## config.mk

```make
export PLATFORM = sky130hd
export DESIGN_NAME = pipeline_hazard_ctrl_flat
export DESIGN_NICKNAME = d
export VERILOG_FILES = /design/src/rtl/pipeline_hazard_ctrl_pkg.sv /design/src/rtl/pipeline_hazard_ctrl_if.sv /design/src/rtl/pipeline_hazard_ctrl_sat_counter.sv /design/src/rtl/pipeline_hazard_ctrl.sv /design/src/flat_wrapper.sv
export SDC_FILE = /design/constraint.sdc
export NUM_CORES = 1
export LEC_CHECK = 0
export CORE_UTILIZATION = 47
export DETAILED_ROUTE_END_ITERATION = 7
export GPL_ROUTABILITY_DRIVEN = 0
export HOLD_SLACK_MARGIN = 0.06
export PLACE_DENSITY = 0.81
export SLEW_MARGIN = 15
export SYNTH_ARGS = -nofsm -noshare
export SYNTH_HDL_FRONTEND = slang
export SYNTH_SLANG_ARGS = --single-unit
```

## constraint.sdc

```tcl
create_clock -name clk -period 3.1 [get_ports clk]
set_input_delay 0.93 -clock clk [delete_from_list [all_inputs] [get_ports clk]]
set_output_delay 0.93 -clock clk [all_outputs]
set_load 0.01 [all_outputs]
```

## src/rtl/pipeline_hazard_ctrl_pkg.sv

```systemverilog
// Shared definitions for the decode-stage hazard controller and the EX-stage
// operand muxes: sequencing state encoding and forwarding-select encodings.
package pipeline_hazard_ctrl_pkg;

  localparam int unsigned REG_W     = 5;  // architectural register index width
  localparam int unsigned FCNT_W    = 2;  // bubble down-counter width (FLUSH_CYCLES up to 4)
  localparam int unsigned FLUSH_MAX = 4;

  typedef enum logic [1:0] {
    ST_RUN      = 2'd0,
    ST_MEM_WAIT = 2'd1,
    ST_FLUSH    = 2'd2
  } state_e;

  // Operand source select for the EX-stage muxes.
  typedef enum logic [1:0] {
    FWD_RF    = 2'b00,
    FWD_MEMWB = 2'b01,
    FWD_EXMEM = 2'b10
  } fwd_sel_e;

endpackage

```

## src/rtl/pipeline_hazard_ctrl_if.sv

```systemverilog
// Hazard-control bundle between the pipeline datapath and the controller.
//   master : pipeline side, drives register/stage status, receives controls
//   slave  : controller side, receives status, drives stall/flush/forward selects
interface pipeline_hazard_ctrl_if;
  import pipeline_hazard_ctrl_pkg::*;

  // ID stage
  logic [REG_W-1:0] id_rs1;
  logic [REG_W-1:0] id_rs2;
  logic             id_use_rs1;
  logic             id_use_rs2;
  // EX stage
  logic [REG_W-1:0] ex_rd;
  logic             ex_memRead;
  logic [REG_W-1:0] ex_rs1;
  logic [REG_W-1:0] ex_rs2;
  logic             ex_redirect;
  // Later stages
  logic [REG_W-1:0] exmem_rd;
  logic             exmem_regWrite;
  logic [REG_W-1:0] memwb_rd;
  logic             memwb_regWrite;
  logic             dmem_req;
  logic             dmem_ready;
  // Controls
  logic             pc_stall;
  logic             ifid_stall;
  logic             ifid_flush;
  logic             idex_stall;
  logic             idex_flush;
  logic             exmem_stall;
  logic [1:0]       fwdA;
  logic [1:0]       fwdB;

  modport master (
    output id_rs1, id_rs2, id_use_rs1, id_use_rs2,
    output ex_rd, ex_memRead, ex_rs1, ex_rs2, ex_redirect,
    output exmem_rd, exmem_regWrite, memwb_rd, memwb_regWrite,
    output dmem_req, dmem_ready,
    input  pc_stall, ifid_stall, ifid_flush, idex_stall, idex_flush,
    input  exmem_stall, fwdA, fwdB
  );

  modport slave (
    input  id_rs1, id_rs2, id_use_rs1, id_use_rs2,
    input  ex_rd, ex_memRead, ex_rs1, ex_rs2, ex_redirect,
    input  exmem_rd, exmem_regWrite, memwb_rd, memwb_regWrite,
    input  dmem_req, dmem_ready,
    output pc_stall, ifid_stall, ifid_flush, idex_stall, idex_flush,
    output exmem_stall, fwdA, fwdB
  );

endinterface

```

## src/rtl/pipeline_hazard_ctrl_sat_counter.sv

```systemverilog
// Saturating up-counter used for pipeline performance statistics.
//   clk   : rising-edge clock
//   clr   : synchronous clear (highest priority)
//   inc   : add one unless already all-ones
//   count : current value
module sat_counter #(
  parameter int unsigned W = 32
) (
  input  logic         clk,
  input  logic         clr,
  input  logic         inc,
  output logic [W-1:0] count
);

  logic [W-1:0] count_q;
  logic [W-1:0] count_d;

  always_comb begin
    count_d = count_q;
    if (inc && !(&count_q)) begin
      count_d = count_q + W'(1);
    end
  end

  always_ff @(posedge clk) begin
    if (clr) begin
      count_q <= '0;
    end else begin
      count_q <= count_d;
    end
  end

  assign count = count_q;

endmodule

```

## src/rtl/pipeline_hazard_ctrl.sv

```systemverilog
// Decode-stage sequencing controller for a 5-stage pipeline.
// Detects data-memory wait states, EX-stage redirects and load-use hazards and
// drives stall/flush controls plus EX operand-forwarding selects. Controls are
// combinational from state and inputs; state and statistics are registered.
//   clk, rst  : clock, synchronous active-high reset
//   hz        : hazard-control bundle (slave side)
//   stall_cnt : saturating count of cycles with pc_stall asserted
//   flush_cnt : saturating count of redirect events
module pipeline_hazard_ctrl
  import pipeline_hazard_ctrl_pkg::*;
#(
  parameter int unsigned FLUSH_CYCLES = 1,
  parameter int unsigned CNT_W        = 32
) (
  input  logic                   clk,
  input  logic                   rst,
  pipeline_hazard_ctrl_if.slave  hz,
  output logic [CNT_W-1:0]       stall_cnt,
  output logic [CNT_W-1:0]       flush_cnt
);

  localparam bit                USE_FLUSH = (FLUSH_CYCLES > 1);
  localparam logic [FCNT_W-1:0] FCNT_LOAD = FCNT_W'(FLUSH_CYCLES - 1);

  state_e            state_q, state_d;
  logic [FCNT_W-1:0] fcnt_q, fcnt_d;

  logic pc_stall, ifid_stall, ifid_flush, idex_stall, idex_flush, exmem_stall;
  logic flush_inc;
  logic mem_wait;
  logic load_use;
  fwd_sel_e fwd_a, fwd_b;

  // Newest producer wins; x0 is hard-wired zero and never forwarded.
  function automatic fwd_sel_e fwd_pick(
    input logic [REG_W-1:0] rs,
    input logic             exmem_we,
    input logic [REG_W-1:0] exmem_dst,
    input logic             memwb_we,
    input logic [REG_W-1:0] memwb_dst
  );
    fwd_sel_e sel;
    sel = FWD_RF;
    if (exmem_we && (exmem_dst != '0) && (exmem_dst == rs)) begin
      sel = FWD_EXMEM;
    end else if (memwb_we && (memwb_dst != '0) && (memwb_dst == rs)) begin
      sel = FWD_MEMWB;
    end
    return sel;
  endfunction

  always_comb begin
    fwd_a = FWD_RF;
    fwd_b = FWD_RF;
    if (!rst) begin
      fwd_a = fwd_pick(hz.ex_rs1, hz.exmem_regWrite, hz.exmem_rd,
                       hz.memwb_regWrite, hz.memwb_rd);
      fwd_b = fwd_pick(hz.ex_rs2, hz.exmem_regWrite, hz.exmem_rd,
                       hz.memwb_regWrite, hz.memwb_rd);
    end
  end

  always_comb begin
    load_use = hz.ex_memRead && (hz.ex_rd != '0) &&
               ((hz.id_use_rs1 && (hz.id_rs1 == hz.ex_rd)) ||
                (hz.id_use_rs2 && (hz.id_rs2 == hz.ex_rd)));
    // Once waiting, only dmem_ready releases the stall.
    if (state_q == ST_MEM_WAIT) begin
      mem_wait = !hz.dmem_ready;
    end else begin
      mem_wait = hz.dmem_req && !hz.dmem_ready;
    end
  end

  always_comb begin
    state_d     = state_q;
    fcnt_d      = fcnt_q;
    pc_stall    = 1'b0;
    ifid_stall  = 1'b0;
    ifid_flush  = 1'b0;
    idex_stall  = 1'b0;
    idex_flush  = 1'b0;
    exmem_stall = 1'b0;
    flush_inc   = 1'b0;

    if (rst) begin
      ifid_flush = 1'b1;
      idex_flush = 1'b1;
      state_d    = ST_RUN;
      fcnt_d     = '0;
    end else begin
      case (state_q)
        // The MEM_WAIT release cycle is evaluated like RUN, so a redirect held
        // by the frozen EX stage is acted on in that same cycle.
        ST_RUN, ST_MEM_WAIT: begin
          state_d = ST_RUN;
          if (mem_wait) begin
            pc_stall    = 1'b1;
            ifid_stall  = 1'b1;
            idex_stall  = 1'b1;
            exmem_stall = 1'b1;
            state_d     = ST_MEM_WAIT;
          end else if (hz.ex_redirect) begin
            ifid_flush = 1'b1;
            idex_flush = 1'b1;
            flush_inc  = 1'b1;
            if (USE_FLUSH) begin
              state_d = ST_FLUSH;
              fcnt_d  = FCNT_LOAD;
            end
          end else if (load_use) begin
            pc_stall   = 1'b1;
            ifid_stall = 1'b1;
            idex_flush = 1'b1;
          end
        end

        // A memory wait during the bubble train freezes the whole pipe and
        // the bubble count; bubbles resume once memory completes.
        ST_FLUSH: begin
          if (hz.dmem_req && !hz.dmem_ready) begin
            pc_stall    = 1'b1;
            ifid_stall  = 1'b1;
            idex_stall  = 1'b1;
            exmem_stall = 1'b1;
          end else if (hz.ex_redirect) begin
            ifid_flush = 1'b1;
            idex_flush = 1'b1;
            flush_inc  = 1'b1;
            fcnt_d     = FCNT_LOAD;
          end else begin
            ifid_flush = 1'b1;
            fcnt_d     = fcnt_q - FCNT_W'(1);
            if (fcnt_q <= FCNT_W'(1)) begin
              state_d = ST_RUN;
              fcnt_d  = '0;
            end
          end
        end

        default: begin
          state_d = ST_RUN;
          fcnt_d  = '0;
        end
      endcase
    end
  end

  always_ff @(posedge clk) begin
    if (rst) begin
      state_q <= ST_RUN;
      fcnt_q  <= '0;
    end else begin
      state_q <= state_d;
      fcnt_q  <= fcnt_d;
    end
  end

  sat_counter #(.W(CNT_W)) u_stall_cnt (
    .clk   (clk),
    .clr   (rst),
    .inc   (pc_stall),
    .count (stall_cnt)
  );

  sat_counter #(.W(CNT_W)) u_flush_cnt (
    .clk   (clk),
    .clr   (rst),
    .inc   (flush_inc),
    .count (flush_cnt)
  );

  assign hz.pc_stall    = pc_stall;
  assign hz.ifid_stall  = ifid_stall;
  assign hz.ifid_flush  = ifid_flush;
  assign hz.idex_stall  = idex_stall;
  assign hz.idex_flush  = idex_flush;
  assign hz.exmem_stall = exmem_stall;
  assign hz.fwdA        = fwd_a;
  assign hz.fwdB        = fwd_b;

endmodule

```

## src/flat_wrapper.sv

```systemverilog
// flat-port wrapper written by rule: the top's interface ports become plain ports
module pipeline_hazard_ctrl_flat import pipeline_hazard_ctrl_pkg::*;
#(
  parameter int unsigned FLUSH_CYCLES = 1,
  parameter int unsigned CNT_W        = 32
)
  (clk, rst, stall_cnt, flush_cnt, hz_id_rs1, hz_id_rs2, hz_id_use_rs1, hz_id_use_rs2, hz_ex_rd, hz_ex_memRead, hz_ex_rs1, hz_ex_rs2, hz_ex_redirect, hz_exmem_rd, hz_exmem_regWrite, hz_memwb_rd, hz_memwb_regWrite, hz_dmem_req, hz_dmem_ready, hz_pc_stall, hz_ifid_stall, hz_ifid_flush, hz_idex_stall, hz_idex_flush, hz_exmem_stall, hz_fwdA, hz_fwdB);
  pipeline_hazard_ctrl_if hz_i ();
  input  logic clk;
  input  logic rst;
  output logic [CNT_W-1:0] stall_cnt;
  output logic [CNT_W-1:0] flush_cnt;
  input wire logic [$bits(hz_i.id_rs1)-1:0] hz_id_rs1;
  input wire logic [$bits(hz_i.id_rs2)-1:0] hz_id_rs2;
  input wire logic [$bits(hz_i.id_use_rs1)-1:0] hz_id_use_rs1;
  input wire logic [$bits(hz_i.id_use_rs2)-1:0] hz_id_use_rs2;
  input wire logic [$bits(hz_i.ex_rd)-1:0] hz_ex_rd;
  input wire logic [$bits(hz_i.ex_memRead)-1:0] hz_ex_memRead;
  input wire logic [$bits(hz_i.ex_rs1)-1:0] hz_ex_rs1;
  input wire logic [$bits(hz_i.ex_rs2)-1:0] hz_ex_rs2;
  input wire logic [$bits(hz_i.ex_redirect)-1:0] hz_ex_redirect;
  input wire logic [$bits(hz_i.exmem_rd)-1:0] hz_exmem_rd;
  input wire logic [$bits(hz_i.exmem_regWrite)-1:0] hz_exmem_regWrite;
  input wire logic [$bits(hz_i.memwb_rd)-1:0] hz_memwb_rd;
  input wire logic [$bits(hz_i.memwb_regWrite)-1:0] hz_memwb_regWrite;
  input wire logic [$bits(hz_i.dmem_req)-1:0] hz_dmem_req;
  input wire logic [$bits(hz_i.dmem_ready)-1:0] hz_dmem_ready;
  output wire logic [$bits(hz_i.pc_stall)-1:0] hz_pc_stall;
  output wire logic [$bits(hz_i.ifid_stall)-1:0] hz_ifid_stall;
  output wire logic [$bits(hz_i.ifid_flush)-1:0] hz_ifid_flush;
  output wire logic [$bits(hz_i.idex_stall)-1:0] hz_idex_stall;
  output wire logic [$bits(hz_i.idex_flush)-1:0] hz_idex_flush;
  output wire logic [$bits(hz_i.exmem_stall)-1:0] hz_exmem_stall;
  output wire logic [$bits(hz_i.fwdA)-1:0] hz_fwdA;
  output wire logic [$bits(hz_i.fwdB)-1:0] hz_fwdB;
  assign hz_i.id_rs1 = hz_id_rs1;
  assign hz_i.id_rs2 = hz_id_rs2;
  assign hz_i.id_use_rs1 = hz_id_use_rs1;
  assign hz_i.id_use_rs2 = hz_id_use_rs2;
  assign hz_i.ex_rd = hz_ex_rd;
  assign hz_i.ex_memRead = hz_ex_memRead;
  assign hz_i.ex_rs1 = hz_ex_rs1;
  assign hz_i.ex_rs2 = hz_ex_rs2;
  assign hz_i.ex_redirect = hz_ex_redirect;
  assign hz_i.exmem_rd = hz_exmem_rd;
  assign hz_i.exmem_regWrite = hz_exmem_regWrite;
  assign hz_i.memwb_rd = hz_memwb_rd;
  assign hz_i.memwb_regWrite = hz_memwb_regWrite;
  assign hz_i.dmem_req = hz_dmem_req;
  assign hz_i.dmem_ready = hz_dmem_ready;
  assign hz_pc_stall = hz_i.pc_stall;
  assign hz_ifid_stall = hz_i.ifid_stall;
  assign hz_ifid_flush = hz_i.ifid_flush;
  assign hz_idex_stall = hz_i.idex_stall;
  assign hz_idex_flush = hz_i.idex_flush;
  assign hz_exmem_stall = hz_i.exmem_stall;
  assign hz_fwdA = hz_i.fwdA;
  assign hz_fwdB = hz_i.fwdB;
  pipeline_hazard_ctrl #(.FLUSH_CYCLES(FLUSH_CYCLES), .CNT_W(CNT_W)) u_core (.clk(clk), .rst(rst), .hz(hz_i), .stall_cnt(stall_cnt), .flush_cnt(flush_cnt));
endmodule
```

==> results of run 1 <==
-- cell type report --
cell class	instances	share of cell area, %
Multi-Input combinational cell	359	43.2
Clock buffer	12	2.58
Clock inverter	3	1.16
Timing Repair Buffer	170	27.2
Inverter	7	0.468
Sequential cell	65	23.2
Tap cell	102	2.27
-- synth_stat cells (2+ instances only) --
master / number / share of area [%]
a21oi_1: 21 / 2.8
and2_1: 4 / 0.66
nand4_1: 11 / 1.8
buf_6: 5 / 1.5
nand4_2: 2 / 0.66
nand3_1: 31 / 4.1
and4_1: 8 / 1.8
clkbuf_8: 2 / 0.72
o41ai_1: 2 / 0.46
and3_1: 8 / 1.3
or3_1: 9 / 1.5
ha_1: 2 / 0.66
nor2b_1: 4 / 0.66
clkbuf_1: 13 / 1.3
xnor2_1: 48 / 11
buf_4: 2 / 0.40
buf_2: 2 / 0.26
or3_2: 3 / 0.59
or4_1: 15 / 3.0
o21a_1: 3 / 0.59
o31ai_1: 11 / 2.2
o311ai_0: 2 / 0.46
nand3b_1: 2 / 0.40
mux2i_1: 3 / 0.79
xor2_1: 11 / 2.5
dfxtp_1: 65 / 34
nor3_1: 25 / 3.3
nand2_1: 35 / 3.5
o211ai_1: 3 / 0.59
o31a_1: 3 / 0.69
nor2_1: 41 / 4.1
mux2_2: 4 / 1.2
inv_1: 7 / 0.69
nor4_1: 15 / 2.5
nor3b_1: 3 / 0.59
and4_4: 2 / 0.59
o21ai_0: 14 / 1.8
-- worst max path at each step --
| stage | start | end | cells past startpoint |
|---|---|---|---|
| after global routing | hz_memwb_rd[4] | hz_fwdA[0] | 6 |
| after global placement | hz_exmem_rd[0] | hz_fwdA[0] | 6 |
| after detailed placement | hz_exmem_rd[3] | hz_fwdB[0] | 6 |
| final | hz_memwb_rd[4] | hz_fwdA[0] | 6 |
| after floorplan | hz_exmem_rd[0] | hz_fwdA[0] | 4 |
| after CTS | hz_memwb_rd[3] | hz_fwdB[0] | 6 |
-- registers in the layout, summed over array words and instances, names as in the netlist --
name                      cells
u_core.u_flush_cnt.count     32
u_core.u_stall_cnt.count     32
u_core.state_q                1
-- layout by cell type (no fill, tap or decap), types with 4 or more instances in the layout --
cell | synthesis | final
nand3_1 | 31 | 31
or4_4 | 1 | 4
xnor2_1 | 48 | 45
or3_1 | 9 | 9
clkdlybuf4s50_1 | 0 | 72
o21ai_0 | 14 | 12
and3_1 | 8 | 8
nand4_1 | 11 | 11
clkdlybuf4s15_1 | 0 | 4
nor3_1 | 25 | 23
mux2_2 | 4 | 4
xor2_1 | 11 | 11
dfxtp_1 | 65 | 65
nor4_1 | 15 | 12
buf_2 | 2 | 16
or4_1 | 15 | 12
nor2b_1 | 4 | 4
and4_1 | 8 | 8
nor2_1 | 41 | 41
o31ai_1 | 11 | 11
dlymetal6s2s_1 | 0 | 4
inv_1 | 7 | 6
buf_6 | 5 | 9
nand2_1 | 35 | 35
dlygate4sd2_1 | 0 | 14
a21oi_1 | 21 | 20
buf_4 | 2 | 44
clkbuf_8 | 2 | 10
-- per-layer routing --
layer / GRT usage [%] / share of wire, % / vias to the layer above
met4: 9.24 / 1.6 / 0
met3: 4.15 / 5.4 / 15
met5: 0 / 0 / -
met1: 30.5 / 44 / 1867
met2: 46.0 / 49 / 128
li1: - / - / 1976
-- repair_timing --
item | in CTS | in global routing
gates resized for setup | 122 | 25
setup endpoints to repair | 10 | 10
pin swaps | 26 | 18
buffers inserted | 6 | 3
-- worst register-to-register path: stages, from the launching register on --
cell and delay, ns:
dfxtp_1 0.44, ha_1 0.34, and4_1 0.29, nand4bb_4 0.18
or4_1 0.45, nand3_2 0.11, buf_12 0.17, buf_4 0.18
o311ai_0 0.13, o41ai_1 0.08
-- power groups by stage --
stage | Clock, mW | Combinational [mW] | Sequential (mW)
after floorplan | 0 | 0.0881 | 0.862
after global placement | 0 | 0.216 | 0.861
after detailed placement | 0 | 0.222 | 0.861
after CTS | 0.794 | 0.226 | 0.842
after global routing | 0.834 | 0.256 | 0.843
final | 0.785 | 0.239 | 0.843
-- through the flow --
step | setup WS [ns] | power (mW)
6_report | -0.102 | 1.87
5_1_grt | -0.153 | 1.93
4_1_cts | -0.123 | 1.86
3_5_place_dp | -0.951 | 1.08
3_3_place_gp | -0.836 | 1.08
2_1_floorplan | 0.0483 | 0.950
-- kinds of logic after synthesis --
| group | share of synthesized area (%) |
|---|---|
| adders and majority gates | 0.658 |
| and+or+nand+nor | 34.3 |
| DFF | 34.2 |
| xor gates and xnor gates | 13.6 |
| buffers and inverters | 4.84 |
| muxes | 1.98 |
| AOI/OAI and AO/OA | 10.4 |
==> metrics.md, run 1 <==
| Metric | Value |
|---|---|
| Vias in the first global route | 3859 |
| Critical R2R Capture | u_core.u_stall_cnt.count[7]$_SDFFE_PP0P_ |
| CP Launch Type | input port |
| CTS Hold Bufs | 0 |
| Final hold viol count | 0 |
| Syn_nets | between 500 and 600 |
| Final core occ | 72.3% |
| Setup TNS | -0.187 ns |
| Die Ht | roughly 92 µm |
| HP Class | flop to flop |
| Cell Pwr Density | 332 mW/mm² |
| FF/Latch Area | 0.00130 mm² |
| Initial cell density of the core | around half |
| Syn Inst Count | approximately 460 |
| Worst-path clk slew | ~0.070 ns |
| Clock share of power | approximately 42% |
| Max-slew violations | 0 |
| Total global routing overflow | 0 |
| Delay-heaviest family, CP | simple AND/OR/NAND/NOR gates |
| Post-synthesis sequential area ratio | ~34% |
| Largest stage delay, worst path | 0.57 ns |
| Area of the multi-input gates | around 0.0024 mm² |
| Post-Syn Area | approximately 0.0038 mm² |
| Initial antenna violation count | 0 |
| Worst hold stages | 2 |
| Dpl cells | 694 |
| Remaining antenna violation count | 0 |
| Sequential share of power | about 45% |
| Tot GR Track Use | between 20% and 30% |
| Sw Share | a little under a quarter |
| DR vias | about 4000 |
| Leakage | between 2 and 2.5 nW |
| Worst-Margin Slew | ~0.46 ns |
| Post-synth top flop | dfxtp_1 |
| Launch point of the worst reg-to-reg path | u_core.u_stall_cnt.count[0]$_SDFFE_PP0P_ |
| Synthesis Warnings | 0 |
| WP data arrival | approximately 2.3 ns |
| Port-buffer cells | 118 |
| Flops & latches, synth | 65 |
| Worst Hold Path EP | u_core.u_stall_cnt.count[20]$_SDFFE_PP0P_ |
| Vias/cell | approximately 5.6 |
| Final setup fails | 3 |
| Fillcell total | ~610 |
| Setup crit end kind | primary output |
| Crit-path cells | buf_6 -> buf_6 -> xor2_1 -> or4_4 -> nor4_4 -> buf_2 |
| 1st-pass router iterations | 4 |
| Violated checks | negative setup slack |
| Logic pwr share | 12.8% |
| CP dominant cell by count | buf_6 |
| P_sw | about 0.43 mW |
| F_max | 0.312 GHz |
| DP Area | between 0.005 and 0.006 mm² |
| Initial drt markers | 184 |
| Worst Reg2Reg Path Length in Cells | 9 |
| Critical Path RT | between 2 and 2.5 ns |
| Hold Path Origin | u_core.u_stall_cnt.count[20]$_SDFFE_PP0P_ |
| Nets | ~660 |
| Reg2reg setup slack | between 0.6 and 0.7 ns |
| CTS max path bufs | 2 |
| Relative slew slack | between 60 and 70% |
| Ys async rst share | 0% |
| Inserted Clock Buffers | 9 |
| DRC | 0 |
| Core Rows | 32 |
| Final cell count without fillers | 718 |
| Fin crit period | 3.20 ns |
| Worst-skew pair later-pin latency | 0.34 ns |
| Largest vdd supply drop | between 200 and 250 µV |
| CORE AREA | ~0.0078 mm² |
| Final instance area | roughly 0.0056 mm² |
| Fin crit share | 103% |
| Clock sink count | 65 |
| CP max FO | 2 |
| Area added between synthesis and finish | 47.9% |
| Number of inserted diodes | 0 |
| Top-Level Pins | around 120 |
| Die Wd | 91.9 µm |
| Largest net degree at the start of global routing | 36 |
| Int Power | between 1 and 1.5 mW |
| Die area | 0.00845 mm² |
| CTS tree | built |
| H-tree levels | 3 |
| Share of cells above drive strength 1 | between 20% and 30% |
| Worst Skew | approximately 0.011 ns |
| Setup ws final | -0.102 ns |
| Final hold slack | slightly below 0.5 ns |
| Wirelength per Cell | around 15 µm |
| Post-synth EDFFs | 0 |
| Root buf cell | clkbuf_8 |
| Slowest-stage cell, CP | or4_4 |
| Status | complete, but fails checks |
| Bufs and invs on worst path | 3 |
| Mapped Avg Cell Area | about 8.4 µm² |
| Max-cap viol count | 0 |
| RSZ-0062 raised after global routing | yes |
| Setup Crit Path Kind | input port to primary output |
| DRT Wirelength | around 11000 µm |
| Synth cell types | slightly above 50 |
| Post-DP HPWL | between 7000 and 8000 µm |
| Global-route wire length before repair | approximately 18000 µm |
Power figures use the tool's default switching activity.
==> inputs of run 2 (changes only) <==
--- a/config.mk
+++ b/config.mk
@@ -5,11 +5,11 @@
 export SDC_FILE = /design/constraint.sdc
 export NUM_CORES = 1
 export LEC_CHECK = 0
-export CORE_UTILIZATION = 47
+export CORE_UTILIZATION = 51
 export DETAILED_ROUTE_END_ITERATION = 7
 export GPL_ROUTABILITY_DRIVEN = 0
 export HOLD_SLACK_MARGIN = 0.06
-export PLACE_DENSITY = 0.81
+export PLACE_DENSITY = 0.87
 export SLEW_MARGIN = 15
 export SYNTH_ARGS = -nofsm -noshare
 export SYNTH_HDL_FRONTEND = slang
==> constraint.sdc (replaced) <==
create_clock -name clk -period 4.05 [get_ports clk]
set_input_delay 1.215 -clock clk [delete_from_list [all_inputs] [get_ports clk]]
set_output_delay 1.215 -clock clk [all_outputs]
set_load 0.01 [all_outputs]
==> run 2 against run 1 <==
The run now ends clean. Clock skew shrank 0.00085 ns. Critical path type unchanged. Worst hold slack gained 0.012 ns. Power decreased by 27%. Largest cell class unchanged.
==> metrics.md, run 2 (same netlist as run 1, synthesis figures left out) <==
| Metric | Value |
|---|---|
| Core Rows | 31 |
| Worst-Margin Slew | about 0.77 ns |
| Commonest non-fill, non-tap cell in the layout | clkdlybuf4s50_1 |
| DRC | 0 |
| Largest net degree at the start of global routing | between 40 and 50 |
| Initial drt markers | 192 |
| Initial antenna violation count | 0 |
| Area added between synthesis and finish | 44.0% |
| Nets | 644 |
| Initial cell density of the core | 52.7% |
| F_max | around 0.25 GHz |
| Cell Pwr Density | between 200 and 300 mW/mm² |
| Remaining antenna violation count | 0 |
| Vias in the first global route | roughly 3600 |
| Crit-path cells | clkdlybuf4s50_1 -> o211ai_1 -> or4_1 -> nor4_2 -> buf_2 |
| Share of cells above drive strength 1 | between 10% and 20% |
| Most frequent cells in the layout | 98 x clkdlybuf4s50_1, 65 x dfxtp_1, 46 x xnor2_1, 41 x nor2_1 |
| Worst Skew | ~0.011 ns |
| Status | finished clean |
| CP max FO | 2 |
| Post-DP HPWL | 7920 µm |
| Max layer used | met4 |
| RSZ-0062 raised after global routing | no |
| Met3 WL | 760 µm |
| Leakage | around 1.9 nW |
| DRT Wirelength | ~11000 µm |
| Launch point of the worst reg-to-reg path | u_core.u_stall_cnt.count[0]$_SDFFE_PP0P_ |
| CTS max path bufs | 2 |
| Die Wd | just under 90 µm |
| Setup crit end kind | primary output |
| Max-slew violations | 0 |
| CORE AREA | a little over 0.007 mm² |
| Slowest-stage cell, CP | or4_1 |
| Number of inserted diodes | 0 |
| Final instance area | between 0.005 and 0.006 mm² |
| WP data arrival | about 2.8 ns |
| Met1 WL | ~4200 µm |
| Critical Path RT | around 2.8 ns |
| Top-Level Pins | 119 |
| Largest vdd supply drop | 169 µV |
| Largest stage delay, worst path | 0.56 ns |
| Tot GR Track Use | between 20% and 30% |
| CP Launch Type | input port |
| Bufs and invs on worst path | 2 |
| DR WL met2 | roughly 5700 µm |
| Global-route wire length before repair | around 16000 µm |
| Wirelength per Cell | 15.4 µm |
| Final Power | 1.37 mW |
| Final setup fails | 0 |
| Setup Crit Path Kind | input port to primary output |
| Die area | around 0.008 mm² |
| Inserted Clock Buffers | 9 |
| Vias/cell | 5.78 |
| Worst-path clk slew | about 0.060 ns |
| DR vias | around 4000 |
| Delay-heaviest family, CP | simple AND/OR/NAND/NOR gates |
| Relative slew slack | between 40% and 50% |
| Root buf cell | clkbuf_8 |
| Die Ht | 88.3 µm |
| Port-buffer cells | about 120 |
| Hold Path Origin | u_core.u_flush_cnt.count[31]$_SDFFE_PP0P_ |
| Final hold viol count | 0 |
| H-tree levels | 3 |
| CP Launch Point | hz_memwb_regWrite |
| 1st-pass router iterations | 5 |
| Total global routing overflow | 0 |
| HP Class | flop to flop |
| Worst-skew pair later-pin latency | between 0.3 and 0.4 ns |
| Fin crit share | between 90% and 100% |
| DP Area | between 0.005 and 0.006 mm² |
| Clock sink count | 65 |
| Max-cap viol count | 0 |
| Fin crit period | 4.01 ns |
| CTS tree | built |
## run 2: cell types whose count changed in the layout (fill, tap and decap cells not counted), sizes merged
| cell | previous run | this run |
|---|---|---|
| clkbuf | 15 | 16 |
| bufinv | 2 | 1 |
| dlymetal6s2s | 4 | 5 |
| clkdlybuf4s15 | 5 | 0 |
| buf | 72 | 40 |
| clkdlybuf4s50 | 72 | 98 |
| clkinv | 1 | 2 |
| dlygate4sd2 | 14 | 7 |
| clkinvlp | 0 | 2 |
## run 2: final cells by class
cell class	count	area [µm²]
multi-input combinational	359	2380
fill	537	1740
timing repair buffer	155	1440
sequential	65	1300
clock buffer	11	141
tap	99	124
clock inverter	5	55.1
inverter	7	26.3
## run 2: report_power, final
part	switching, mW	internal, mW	leakage [nW]
Clock	0.254	0.299	0.0953
Combinational	0.0773	0.0941	1.28
Sequential	0.00363	0.641	0.524
## run 2: path summary, 6_finish.rpt
| kind | slack [ns] | cells past startpoint | endpoint |
|---|---|---|---|
| worst max register to register | 1.55 | 8 | u_core.u_stall_cnt.count[9]$_SDFFE_PP0P_ |
| worst min-delay path | 0.51 | 1 | u_core.u_flush_cnt.count[31]$_SDFFE_PP0P_ |
| worst min register to register | 0.51 | 1 | u_core.u_flush_cnt.count[31]$_SDFFE_PP0P_ |
| worst max-delay path | 0.04 | 5 | hz_fwdA[0] |
## run 2: repair_timing
item,CTS,global route
setup buffers,2,2
setup endpoints to repair,7,7
hold buffers,0,0
pin swaps,4,5
gates resized for setup,32,22
## run 2: metal layers
| metal | track usage [%] | vias up |
|---|---|---|
| li1 | - | 1943 |
| met1 | 29.9 | 1908 |
| met2 | 49.7 | 179 |
| met3 | 5.32 | 19 |
| met4 | 11.3 | 0 |
| met5 | 0 | - |
## run 2: stage by stage
stage	utilization [%]	hold WS [ns]	setup TNS, ns	instances	setup slack (ns)
3_3_place_gp	72.0	0.474	-2.61	680	-0.574
5_1_grt	75.8	0.522	0	701	0.00613
3_5_place_dp	72.0	0.487	-3.14	680	-0.626
2_1_floorplan	-	0.486	0	455	0.257
4_1_cts	75.3	0.504	-0.171	698	-0.171
6_report	75.8	0.508	0	701	0.0410
==> inputs of run 3 (changes only) <==
--- a/config.mk
+++ b/config.mk
@@ -5,7 +5,8 @@
 export SDC_FILE = /design/constraint.sdc
 export NUM_CORES = 1
 export LEC_CHECK = 0
-export CORE_UTILIZATION = 51
+export ABC_AREA = 1
+export CORE_UTILIZATION = 54
 export DETAILED_ROUTE_END_ITERATION = 7
 export GPL_ROUTABILITY_DRIVEN = 0
 export HOLD_SLACK_MARGIN = 0.06
==> run 3 against run 2 <==
Clock power up 19%. Clock skew up 0.0014 ns. Count of clock-buffer cells in the layout unchanged. Routed wire length up 32%. Register-to-register slack worse by 0.04 ns. Power up 8.9%. Critical path type unchanged. Largest power group is now clock.
==> metrics.md, run 3 <==
| Metric | Value |
|---|---|
| Yosys top cell by area | dfxtp_1 |
| Clock sink count | 65 |
| Logic pwr share | roughly an eighth |
| Relative slew slack | approximately 67% |
| Final setup fails | 0 |
| Final core occ | ~76% |
| Status | finished clean |
| Int Power | approximately 1.1 mW |
| Met1 WL | 5790 µm |
| Bufs and invs on worst path | 4 |
| Worst-path clk slew | ~0.07 ns |
| Syn_nets | 825 |
| Setup ws final | a little over 0.06 ns |
| Setup crit end kind | primary output |
| Delay-heaviest family, CP | buffers and inverters |
| Ys async rst share | 0% |
| Largest stage delay, worst path | about 0.57 ns |
| RSZ-0062 raised after global routing | yes |
| WP data arrival | around 2.8 ns |
| Worst-Margin Slew | 0.501 ns |
| CP Launch Type | input port |
| Mapped Avg Cell Area | 6.01 µm² |
| Tot GR Track Use | ~33% |
| Top post-synthesis cells by area | dfxtp_1 28%, nand2_1 23%, nor2_1 8.4% |
| Post-DP HPWL | 10400 µm |
| Vias/cell | around 5.6 |
| Final hold viol count | 0 |
| Largest net degree at the start of global routing | 39 |
| DP Area | between 0.006 and 0.007 mm² |
| CTS Hold Bufs | 0 |
| CTS max path bufs | 2 |
| Top-Level Pins | ~120 |
| Global-route wire length before repair | between 20000 and 25000 µm |
| Max layer used | met4 |
| CP dominant cell by count | nor2_1 |
| Met3 WL | between 1000 and 1500 µm |
| Max-slew violations | 0 |
| Wirelength per Cell | 14.1 µm |
| HP Class | flop to flop |
| Area added between synthesis and finish | 34.8% |
| F_max | 0.251 GHz |
| CORE AREA | 0.00830 mm² |
| P_sw | approximately 0.38 mW |
| Max-cap viol count | 0 |
| Worst-skew pair later-pin latency | 0.36 ns |
| Setup Crit Path Kind | input port to primary output |
| Worst Skew | between 0.01 and 0.015 ns |
| Fin crit share | a little over nine tenths |
| Inserted Clock Buffers | 9 |
| H-tree levels | 3 |
| Final instance area | approximately 0.0063 mm² |
| Initial antenna violation count | 0 |
| Fillcell total | about 630 |
| CP max FO | 4 |
| Flops & latches, synth | 65 |
| Critical Path RT | 2.83 ns |
| Initial drt markers | around 420 |
| Vias in the first global route | ~5300 |
| Slowest-stage cell, CP | clkdlybuf4s50_1 |
| DR vias | approximately 5700 |
| Clock share of power | between 40% and 50% |
| Share of cells above drive strength 1 | ~6.6% |
| Total global routing overflow | 0 |
| Post-Syn Area | approximately 0.0047 mm² |
| Final cell count without fillers | a little over 1000 |
| Root buf cell | clkbuf_8 |
| Nets | roughly 950 |
| Worst slack, placed | -0.371 ns |
| Post-synthesis sequential area ratio | between 20 and 30% |
| Leakage | around 2.4 nW |
| Crit-path cells | clkdlybuf4s50_1 -> nor2_1 -> nor2_1 -> inv_1 -> buf_4 -> nor2_1 -> clkdlybuf4s50_1 |
| Fin crit period | ~4 ns |
| DRC | 0 |
| CTS tree | built |
| DR WL met2 | 6780 µm |
| Syn Inst Count | a little under 800 |
| Post-synth EDFFs | 0 |
| Die Ht | approximately 95 µm |
| Post-synth top flop | dfxtp_1 |
| Number of inserted diodes | 0 |
| Sw Share | 25.3% |
| Dpl cells | 998 |
| Commonest non-fill, non-tap cell in the layout | nand2_1 |
| Final Power | approximately 1.5 mW |
| Largest vdd supply drop | 162 µV |
| Remaining antenna violation count | 0 |
| Synthesis Warnings | 0 |
| Most frequent cell after synthesis | nand2_1 |
| Top cells by count, synth | 291 x nand2_1, 104 x nor2_1, 65 x dfxtp_1 |
| Synth cell types | 31 |
| 1st-pass router iterations | 5 |
| Die Wd | 95.0 µm |
| Die area | approximately 0.009 mm² |
| Most frequent cells in the layout | 291 x nand2_1, 105 x clkdlybuf4s50_1, 104 x nor2_1, 65 x dfxtp_1, 59 x a21oi_1 |
| Initial cell density of the core | between 50% and 60% |
| DRT Wirelength | approximately 14000 µm |
| Cell Pwr Density | about 240 mW/mm² |
| Sequential share of power | between 40% and 50% |
| Synth top area share | between 20% and 30% |
| Port-buffer cells | roughly 120 |
| Core Rows | 33 |
run 3: cell types whose count changed after synthesis, moves of 16 or more:
cell      previous run  this run
a21oi_1             21        60
nand3b_1             2        18
nand4_1             11        41
xor2_1              11        35
inv_1                7        58
nor2_1              41       104
xnor2_1             48        15
nand2_1             35       291
run 3: through the flow:
| step | hold WS [ns] | TNS (ns) |
|---|---|---|
| 2_1_floorplan | 0.506 | 0 |
| 3_3_place_gp | 0.494 | -1.06 |
| 3_5_place_dp | 0.504 | -1.63 |
| 4_1_cts | 0.518 | 0 |
| 5_1_grt | 0.539 | -0.132 |
| 6_report | 0.519 | 0 |
run 3: final cells by class:
type | count | area [µm²] | area share (%)
well taps | 105 | 131 | 2.09
flip-flops and latches | 65 | 1300 | 20.7
multi-input cells | 628 | 3050 | 48.4
inverters | 58 | 218 | 3.46
clock inverters | 5 | 85.1 | 1.35
clock buffers | 11 | 151 | 2.40
repair buffers | 142 | 1360 | 21.6
run 3: path summary, 6_finish.rpt:
path / startpoint / endpoint / slack (ns) / depth (start not counted)
worst min-delay path: u_core.u_flush_cnt.count[25]$_SDFFE_PP0P_ / u_core.u_flush_cnt.count[25]$_SDFFE_PP0P_ / 0.52 / 2
worst max-delay path: hz_dmem_req / hz_exmem_stall / 0.06 / 7
worst min register to register: u_core.u_flush_cnt.count[25]$_SDFFE_PP0P_ / u_core.u_flush_cnt.count[25]$_SDFFE_PP0P_ / 0.52 / 2
worst max register to register: u_core.u_stall_cnt.count[0]$_SDFFE_PP0P_ / u_core.u_stall_cnt.count[5]$_SDFFE_PP0P_ / 1.51 / 10
run 3: worst min-delay path, delay by kind of cell, from the launching register on:
kind	cells	cell delay, ns
AO/OA/AOI/OAI	1	0.05
flip-flops	1	0.35
AND/OR/NAND/NOR	1	0.07
run 3: routing by layer:
metal  vias to the layer above  global-route usage (%)
li1                       2744                       -
met1                      2575                    40.8
met2                       319                    54.6
met3                        50                    7.81
met4                         0                    14.9
met5                         -                       0
run 3: cells by family after synthesis:
kind of cell    after synthesis  share of synthesized area [%]
compound gates               72                           8.01
xor+xnor                     50                           9.37
fa+ha+maj                     2                          0.536
buf+inv                      85                           7.90
flops                        65                           27.9
simple gates                504                           46.3
run 3: power by group through the flow:
stage	logic, mW	registers (mW)	clock network, mW
2_1_floorplan	0.0869	0.662	0
3_3_place_gp	0.176	0.662	0
3_5_place_dp	0.181	0.662	0
4_1_cts	0.186	0.647	0.659
5_1_grt	0.204	0.647	0.697
6_report	0.188	0.647	0.656
run 3: timing repair:
action / in CTS / in global routing
setup endpoints to repair: 7 / 7
setup buffers: 0 / 0
pin swaps: 0 / 1
resized for setup: 13 / 10
